`src/rtl/clock_pkg.sv`:
```
// Shared definitions for the digital clock: mode encodings, mode state type
// and a counter-width helper.
package clock_pkg;

  localparam logic [1:0] MODE_NORMAL   = 2'd0;
  localparam logic [1:0] MODE_SET_HOUR = 2'd1;
  localparam logic [1:0] MODE_SET_MIN  = 2'd2;

  typedef enum logic [1:0] {
    ST_NORMAL   = MODE_NORMAL,
    ST_SET_HOUR = MODE_SET_HOUR,
    ST_SET_MIN  = MODE_SET_MIN
  } mode_e;

  // Bits needed for a counter that runs 0 .. n-1 (at least one bit).
  function automatic int unsigned cnt_width(input int unsigned n);
    return (n > 1) ? $clog2(n) : 1;
  endfunction

endpackage

```
`src/rtl/key_debounce.sv`:
```
// One front-panel key: 2-FF synchronizer, sample-tick debouncer and a
// one-cycle press event (released -> pressed) gated until the key is seen released.
module key_debounce
  import clock_pkg::*;
#(
  parameter int unsigned DEB_SAMPLES = 8
) (
  input  logic CLK,
  input  logic RST,
  input  logic tick,
  input  logic key_n,
  output logic level,
  output logic press
);

  localparam int unsigned CNT_W = cnt_width(DEB_SAMPLES);

  logic [1:0]       sync_q;
  logic [CNT_W-1:0] cnt_q;
  logic             armed_q;
  logic             sample_c;

  assign sample_c = ~sync_q[1];

  // After reset a key that is still held must be sampled released before it may fire.
  always_ff @(posedge CLK or posedge RST) begin
    if (RST) begin
      sync_q  <= 2'b11;
      cnt_q   <= '0;
      level   <= 1'b0;
      press   <= 1'b0;
      armed_q <= 1'b0;
    end else begin
      sync_q <= {sync_q[0], key_n};
      press  <= 1'b0;
      if (tick) begin
        if (sample_c != level) begin
          if (cnt_q == CNT_W'(DEB_SAMPLES - 1)) begin
            level <= sample_c;
            cnt_q <= '0;
            press <= sample_c & armed_q;
          end else begin
            cnt_q <= cnt_q + CNT_W'(1);
          end
        end else begin
          cnt_q <= '0;
          if (!sample_c) armed_q <= 1'b1;
        end
      end
    end
  end

endmodule

```
`src/rtl/time_set_ctrl.sv`:
```
// Front-panel time-setting controller: NORMAL / SET_HOUR / SET_MIN mode machine
// driving hour/minute INC pulses, SEC_CLR and RUN. Auto-repeat built when AUTO_REPEAT_EN is defined.
module time_set_ctrl
  import clock_pkg::*;
#(
  parameter int unsigned SAMPLE_DIV   = 50000,
  parameter int unsigned DEB_SAMPLES  = 8,
  parameter int unsigned REPEAT_DELAY = 500,
  parameter int unsigned REPEAT_RATE  = 100
) (
  input  logic       CLK,
  input  logic       RST,
  input  logic       KEY_MODE_N,
  input  logic       KEY_INC_N,
  output logic [1:0] MODE,
  output logic       RUN,
  output logic       INC_HOUR,
  output logic       INC_MIN,
  output logic       SEC_CLR
);

  localparam int unsigned DIV_W = cnt_width(SAMPLE_DIV);

  logic [DIV_W-1:0] div_q;
  logic             tick_c;
  logic             mode_press, inc_press, inc_level, mode_level_unused;
  logic             rep_fire_c;
  mode_e            state_q, state_d;
  logic             inc_hour_d, inc_min_d, sec_clr_d;

  // Free-running debounce sample divider.
  assign tick_c = (div_q == DIV_W'(SAMPLE_DIV - 1));

  always_ff @(posedge CLK or posedge RST) begin
    if (RST)         div_q <= '0;
    else if (tick_c) div_q <= '0;
    else             div_q <= div_q + DIV_W'(1);
  end

  key_debounce #(.DEB_SAMPLES(DEB_SAMPLES)) u_mode_deb (
    .CLK   (CLK),
    .RST   (RST),
    .tick  (tick_c),
    .key_n (KEY_MODE_N),
    .level (mode_level_unused),
    .press (mode_press)
  );

  key_debounce #(.DEB_SAMPLES(DEB_SAMPLES)) u_inc_deb (
    .CLK   (CLK),
    .RST   (RST),
    .tick  (tick_c),
    .key_n (KEY_INC_N),
    .level (inc_level),
    .press (inc_press)
  );

`ifdef AUTO_REPEAT_EN
  localparam int unsigned REP_MAX = (REPEAT_DELAY > REPEAT_RATE) ? REPEAT_DELAY : REPEAT_RATE;
  localparam int unsigned REP_W   = cnt_width(REP_MAX);

  logic [REP_W-1:0] rep_cnt_q;
  logic             rep_phase_q, rep_active_q, rep_hit_c;

  assign rep_hit_c  = (rep_cnt_q == (rep_phase_q ? REP_W'(REPEAT_RATE - 1)
                                                 : REP_W'(REPEAT_DELAY - 1)));
  assign rep_fire_c = tick_c & rep_active_q & inc_level & rep_hit_c;

  // Only an accepted INC press arms repeat, so a press lost to MODE never repeats.
  always_ff @(posedge CLK or posedge RST) begin
    if (RST) begin
      rep_cnt_q    <= '0;
      rep_phase_q  <= 1'b0;
      rep_active_q <= 1'b0;
    end else if (mode_press || !inc_level) begin
      rep_cnt_q    <= '0;
      rep_phase_q  <= 1'b0;
      rep_active_q <= 1'b0;
    end else if (inc_press && (state_q != ST_NORMAL)) begin
      rep_cnt_q    <= '0;
      rep_phase_q  <= 1'b0;
      rep_active_q <= 1'b1;
    end else if (tick_c && rep_active_q) begin
      if (rep_hit_c) begin
        rep_cnt_q   <= '0;
        rep_phase_q <= 1'b1;
      end else begin
        rep_cnt_q <= rep_cnt_q + REP_W'(1);
      end
    end
  end
`else
  logic unused_rep;
  assign rep_fire_c = 1'b0;
  assign unused_rep = ^{inc_level, REPEAT_DELAY, REPEAT_RATE};
`endif

  always_ff @(posedge CLK or posedge RST) begin
    if (RST) begin
      state_q  <= ST_NORMAL;
      RUN      <= 1'b1;
      INC_HOUR <= 1'b0;
      INC_MIN  <= 1'b0;
      SEC_CLR  <= 1'b0;
    end else begin
      state_q  <= state_d;
      RUN      <= (state_d == ST_NORMAL);
      INC_HOUR <= inc_hour_d;
      INC_MIN  <= inc_min_d;
      SEC_CLR  <= sec_clr_d;
    end
  end

  // MODE press has priority over any INC activity in the same cycle.
  always_comb begin
    state_d    = state_q;
    inc_hour_d = 1'b0;
    inc_min_d  = 1'b0;
    sec_clr_d  = 1'b0;
    if (mode_press) begin
      case (state_q)
        ST_NORMAL:   state_d = ST_SET_HOUR;
        ST_SET_HOUR: state_d = ST_SET_MIN;
        ST_SET_MIN: begin
          state_d   = ST_NORMAL;
          sec_clr_d = 1'b1;
        end
        default:     state_d = ST_NORMAL;
      endcase
    end else if (inc_press || rep_fire_c) begin
      if (state_q == ST_SET_HOUR)     inc_hour_d = 1'b1;
      else if (state_q == ST_SET_MIN) inc_min_d  = 1'b1;
    end
  end

  assign MODE = state_q;

endmodule
```
`config.mk`:
```
export PLATFORM = sky130hd
export DESIGN_NAME = time_set_ctrl
export DESIGN_NICKNAME = d
export VERILOG_FILES = /design/src/rtl/clock_pkg.sv /design/src/rtl/key_debounce.sv /design/src/rtl/time_set_ctrl.sv
export SDC_FILE = /design/constraint.sdc
export NUM_CORES = 1
export LEC_CHECK = 0
export ABC_AREA = 1
export ABC_CLOCK_PERIOD_IN_PS = 1400
export CAP_MARGIN = 10
export CORE_MARGIN = 2
export CORE_UTILIZATION = 53
export DETAILED_ROUTE_END_ITERATION = 12
export DONT_BUFFER_PORTS = 1
export MAX_ROUTING_LAYER = met4
export PLACE_DENSITY_LB_ADDON = 0.2
export SLEW_MARGIN = 20
export SYNTH_ARGS = -nofsm -noshare
export SYNTH_HDL_FRONTEND = slang
export SYNTH_HIERARCHICAL = 1
export SYNTH_SLANG_ARGS = --single-unit
```
`constraint.sdc`:
```
create_clock -name CLK -period 1.4 [get_ports CLK]
set_input_delay 0.21 -clock CLK [delete_from_list [all_inputs] [get_ports CLK]]
set_output_delay 0.21 -clock CLK [all_outputs]
set_load 0.005 [all_outputs]
```
==> flow_summary.ini, run 1 <==
[status]
status = finished, final reports clean

[synthesis]
synthXorXnorAreaFrac_pct = 2.434
yosys.area_share.simple_pct = 25.94
ys_types = 19
synth-compound-area-share_pct = 6.189
synthCells = 210
synth_adder_area_share_pct = 3.477
synth-seq-area-share_pct = 53.20
synthMuxAreaShare_pct = 0
synthesis.area_um2 = 1799
yosysWarnings = 6
synth_area_leaders = dfrtp_1 (46%), nand2_1 (9.6%), inv_1 (7.7%)
yosys.area.top_type = dfrtp_1
synth-seq-cells = 38
syn_nets = 219
avgSynthCellArea_um2 = 8.568
synth_top_family_by_area = simple AND/OR/NAND/NOR gates
netlist.area_leader.share_pct = 45.90

[setup_path]
cp_max_fo = 7
critPathRequiredTime_ns = 1.67
crit_arrival_ns = 1.63
cp_cell_sequence = inv_2 > nand4_1 > nor2_4 > nand2_4 > clkinv_4 > nand2_2 > inv_2 > nand2_2 > nor3_2
critPathMaxStageDelay_ns = 0.43
slowest_stage = dfrtp_1
r2r_slack_ns = 0.04
end_kind = flop
cp-start-kind = flop
path_class = flop to flop

[cells_and_area]
diodes = 0
fin_area_um2 = 2135
syn_to_final_growth_pct = 18.64
drive_above_1_share_pct = 27.43
final_nets = 245

[pwr]
power-per-cell-area_nw_per_um2 = 822.6
p_leak_nw = 1.085
power_mw = 1.756
ir_worst_vdd_mv = 0.8450

[sta]
relSlewSlack_pct = 79.91
min_period_ns = 1.359
rsz0062_at_grt = true
finalSetupViolCount = 0
setup_slack_ns = 0.04143
slew_violations = 0
fmax_ghz = 0.7361
finalClockSkew_ns = 0.01437
final_hold_viol_count = 0
timing.final.crit_share_pct = 97.04
worstMarginPinSlew_ns = 0.3010

[floorplan]
initial_core_util_pct = 54.35
io_pins = 10
die_h_um = 62.27
core_um2 = 3311
die_w_um = 62.27
dieArea_um2 = 3877
fp-row-count = 21

[clocking]
path_clk_slew_ns = 0.12
clk_latency_ns = 0.35
clock-sinks = 38
cts_buffer_depth = 2
h-tree-depth = 2
clockRootBuffer = clkbuf_4
cts_buffers = 5
cts_tree = yes

[global_route]
antenna_found_initial = 0
grt_pass1_wl_um = 5789
grt_max_degree = 23
grt_pass1_vias = 1425
grt_usage_pct = 19.57
grt-ovfl-total = 0

[place]
pre_cts_slack_ns = 0.004822
place_hpwl_um = 2436
io_buffers = 0
place_area_um2 = 1904
place_congestion = 0.8063

[detailed_routing]
drt-initial-drc-count = 70
drtPass1Iterations = 5
ant_nets = 0
vias = 1383
routedWlPerCell_um = 12.07
drt_drc_violations_left = 0
drt_wl_total_um = 3415
avgViaCountPerCell = 4.887

[worst_hold_path]
hold_class = primary input to asynchronous set/reset pin

[flow_run]
drv_cap = 0
Yosys cell counts:
library cell,count
nand2_1,46
inv_1,37
dfrtp_1,33
nor2_1,27
nand3_1,12
o21ai_0,9
nand2_2,8
o21ai_2,7
dfstp_2,5
ha_1,5
inv_2,5
xor2_1,5
nand4_1,3
nor2_4,2
nor3_2,2
a21oi_1,1
nand3_2,1
nor2b_1,1
nor3_1,1
final timing paths:
kind / cells after the start / start / endpoint
max: 9 / div_q[13] / u_mode_deb/press
min: 2 / RST / u_inc_deb/press
max reg2reg: 9 / div_q[13] / u_mode_deb/press
min reg2reg: 0 / u_inc_deb/sync_q[0] / u_inc_deb/sync_q[1]
max in group asynchronous: 3 / RST / RUN
min in group CLK: 0 / u_inc_deb/sync_q[0] / u_inc_deb/sync_q[1]
cell type report:
cell class              count  area (µm²)
fillers                   281        1176
flip-flops and latches     38       957.2
multi-input cells         130       742.0
inverters                  42       162.7
repair buffers             18       146.4
well taps                  46       57.56
clock buffers               6       51.30
clock inverters             2       12.51
repair inverters            1       5.005
placed cells by master (no fill, tap or decap), types with 3 or more instances in the layout:
master	instances
nand2_1	44
inv_1	34
dfrtp_1	33
nor2_1	24
buf_4	14
nand3_1	10
nand2_2	9
inv_2	7
o21ai_0	7
o21ai_2	7
dfstp_2	5
xor2_1	5
clkbuf_4	5
nor2_4	4
ha_1	4
nand4_1	3
dlygate4sd3_1	3
logic make-up (layout without fill, tap and decap cells):
logic type,Yosys count,in the layout
compound gates,17,17
xor+xnor,5,5
buf+inv,42,69
flops,38,38
fa+ha+maj,5,5
simple gates,103,103
sequential cells by signal, indices dropped and copies added (netlist names):
register            flops
div_q                  16
u_inc_deb/cnt_q         3
u_mode_deb/cnt_q        3
MODE                    2
u_inc_deb/sync_q        2
u_mode_deb/sync_q       2
INC_HOUR                1
INC_MIN                 1
RUN                     1
SEC_CLR                 1
u_inc_deb/armed_q       1
u_inc_deb/level         1
u_inc_deb/press         1
u_mode_deb/armed_q      1
u_mode_deb/level        1
u_mode_deb/press        1
per-layer routing:
layer  up-vias  wire (µm)  global-route usage (%)
li1        695          -                       -
met1       652       1402                   20.24
met2        27       1819                   34.78
met3         9        117                   5.978
met4         0         75                   7.778
met5         -          0                       -
power breakdown:
group | internal (mW) | switching, mW
combinational | 0.0112 | 0.0306
clock | 0.241 | 0.362
sequential | 1.11 | 0.00291
repair_timing:
item | 4_1_cts | 5_1_grt
resized for setup | 2 | 19
hold buffers | 3 | 0
pin swaps | 0 | 5
cloned | 0 | 1
setup endpoints to repair | 4 | 16
buffers inserted | 1 | 8
hold endpoints to repair | 39 | 0
per-stage QoR:
step,hold slack (ns),util [%],cells,setup TNS (ns)
2_1_floorplan,0.02423,-,210,0
3_3_place_gp,0.04565,57.52,262,0
3_5_place_dp,0.05457,57.52,262,0
4_1_cts,0.2822,60.73,274,0
5_1_grt,0.2958,64.47,283,-0.1739
6_report,0.2962,64.47,283,0
critical path: cells and delay by family (launching register included):
kind / cells / cell delay, ns
buffers and inverters: 3 / 0.21
and+or+nand+nor: 6 / 0.63
DFF: 1 / 0.43
Power figures use the tool's default switching activity.
==> run 2: changes to the inputs <==
Settings changed: ABC_AREA 1 to default.
==> flow_summary.ini, run 2 <==
[sta]
worstMarginPinSlew_ns = 0.3250
fmax_ghz = 0.6378
hold_ws_ns = 0.2875
final_hold_viol_count = 0
finalClockSkew_ns = 0.01072
rsz0062_at_grt = true
min_period_ns = 1.568
finalSetupViolCount = 20
setup_slack_ns = -0.1680
slew_violations = 0
relSlewSlack_pct = 78.03
timing.final.crit_share_pct = 112.0

[clocking]
clock-sinks = 38
cts_tree = yes
clockRootBuffer = clkbuf_4
cts_buffers = 5
path_clk_slew_ns = 0.12
cts_buffer_depth = 2
clk_latency_ns = 0.35
h-tree-depth = 2

[place]
place_hpwl_um = 2202
place_area_um2 = 1836
pre_cts_slack_ns = -0.2188
io_buffers = 0
place_congestion = 0.8159

[synthesis]
synth-seq-cells = 38
yosysMostFrequentCell = dfrtp_1
avgSynthCellArea_um2 = 11.68
synth-seq-area-share_pct = 58.53
yosys.area.top_type = dfrtp_1
synthCells = 140
synthFlopType = dfrtp_1
netlist.area_leader.share_pct = 50.50
synthesis.area_um2 = 1635
synth_area_leaders = dfrtp_1 (50%), dfstp_2 (8.0%), xor2_1 (5.9%)
synth_top_cells_by_count = dfrtp_1 (33), inv_1 (12), nand2_1 (11), nor2_1 (11), xor2_1 (11)
synth_edf_count = 0
syn_nets = 149
ys_types = 32
yosysWarnings = 6
synthArstFlopShare_pct = 100.0

[pwr]
p_leak_nw = 0.9421
ir_worst_vdd_mv = 0.6668
power-per-cell-area_nw_per_um2 = 872.7
power_mw = 1.753

[setup_path]
crit_arrival_ns = 1.85
cp_max_fo = 4
path_class = flop to flop
cp_num_buf_inv = 0
cp_cell_sequence = nor4bb_1 > and4_4 > or3b_4 > o22ai_2
critPathMaxStageDelay_ns = 0.41
cp_top_family = simple AND/OR/NAND/NOR gates
end_kind = flop
cp-start-kind = flop
r2r-start = div_q[10]
cp-startpoint = div_q[10]
slowest_stage = dfrtp_1
critPathRequiredTime_ns = 1.68

[detailed_routing]
drtPass1Iterations = 4
drt-initial-drc-count = 57
drt_wl_total_um = 3143
routedWlPerCell_um = 15.18
drt_drc_violations_left = 0
ant_nets = 0
vias = 1142
avgViaCountPerCell = 5.517

[cells_and_area]
largest_reg_flops = 16
final_nets = 182
diodes = 0
fin_area_um2 = 2008
regMostFlops = div_q
utilization_pct = 66.88
final_common_cell = dfrtp_1
drive_above_1_share_pct = 35.63
syn_to_final_growth_pct = 22.80
top_regs = div_q (16), u_inc_deb/cnt_q (3), u_mode_deb/cnt_q (3)
final_cell_mix = dfrtp_1 (33), buf_4 (26), inv_1 (12), xor2_1 (11), nand2_1 (10)

[global_route]
grt_pass1_vias = 1130
grt_pass1_wl_um = 5078
grt-ovfl-total = 0
grt_max_degree = 23
grt_usage_pct = 21.05
antenna_found_initial = 0

[worst_hold_path]
hold_class = primary input to asynchronous set/reset pin

[status]
violations = negative setup slack
status = finished, violations left

[floorplan]
die_w_um = 59.55
dieArea_um2 = 3546
die_h_um = 59.55
core_um2 = 3003
io_pins = 10
fp-row-count = 20
initial_core_util_pct = 54.46

[flow_run]
drv_cap = 0
run 2: cell count changes after synthesis, moves of 7 or more:
cell	change
o21ai_0	-7
o21ai_2	-7
nand2_2	-7
nand2_1	-35
nand3_1	-8
inv_1	-25
nor2_1	-16
run 2: report_power, final:
group | switching, mW | total, mW | leakage [nW] | internal [mW]
sequential | 0.00489 | 1.11 | 0.499 | 1.11
clock | 0.361 | 0.603 | 0.0343 | 0.241
combinational | 0.0265 | 0.0368 | 0.409 | 0.0103
total | 0.393 | 1.75 | 0.942 | 1.36
run 2: area by class of cell:
type | count | area [µm²]
Clock buffer | 6 | 51.30
Clock inverter | 2 | 12.51
Fill cell | 223 | 994.7
Inverter | 12 | 45.04
Multi-Input combinational cell | 86 | 664.4
Sequential cell | 38 | 957.2
Tap cell | 33 | 41.29
Timing Repair Buffer | 30 | 236.5
run 2: worst reg2reg max path, stage by stage (launching register included):
cell      delay [ns]
dfrtp_1         0.41
nor4bb_1        0.34
and4_4          0.29
or3b_4          0.38
o22ai_2         0.09
run 2: what timing repair did:
action | CTS | global route
buffers inserted | 2 | 1
hold buffers | 3 | 0
pin swaps | 7 | 5
resized for setup | 6 | 7
setup endpoints to repair | 22 | 25
hold endpoints to repair | 39 | 0
run 2: worst paths after layout:
path                                       end  slack [ns]  depth (start not counted)
max                        u_mode_deb/cnt_q[0]       -0.17                          4
min                         u_inc_deb/cnt_q[0]        0.29                          2
max reg2reg                u_mode_deb/cnt_q[0]       -0.17                          4
min reg2reg                u_inc_deb/sync_q[1]        0.36                          0
max in group asynchronous                  RUN        0.73                          3
min in group CLK           u_inc_deb/sync_q[1]        0.36                          0
run 2: cell families (layout without fill, tap and decap cells):
group           after synthesis  count (layout)  synth area share [%]
simple gates                 50              50                 18.29
compound gates               16              16                 6.121
fa+ha+maj                     5               5                 3.826
xor+xnor                     14              14                 7.498
buf+inv                      16              50                 5.049
flops                        38              38                 58.53
mux                           1               1                0.6886
run 2: through the flow:
step | TNS, ns | instances
detailed placement | -2.286 | 193
finish | -1.735 | 207
floorplan | -1.786 | 140
global placement | -4.374 | 193
CTS | -1.111 | 206
global route | -2.685 | 207
run 2: routing by layer:
layer	GRT usage, %	vias up	share of wire [%]
li1	-	546	-
met4	11.43	0	2.6
met2	30.93	20	50
met1	25.18	568	43
met5	-	-	0
met3	7.642	8	3.8
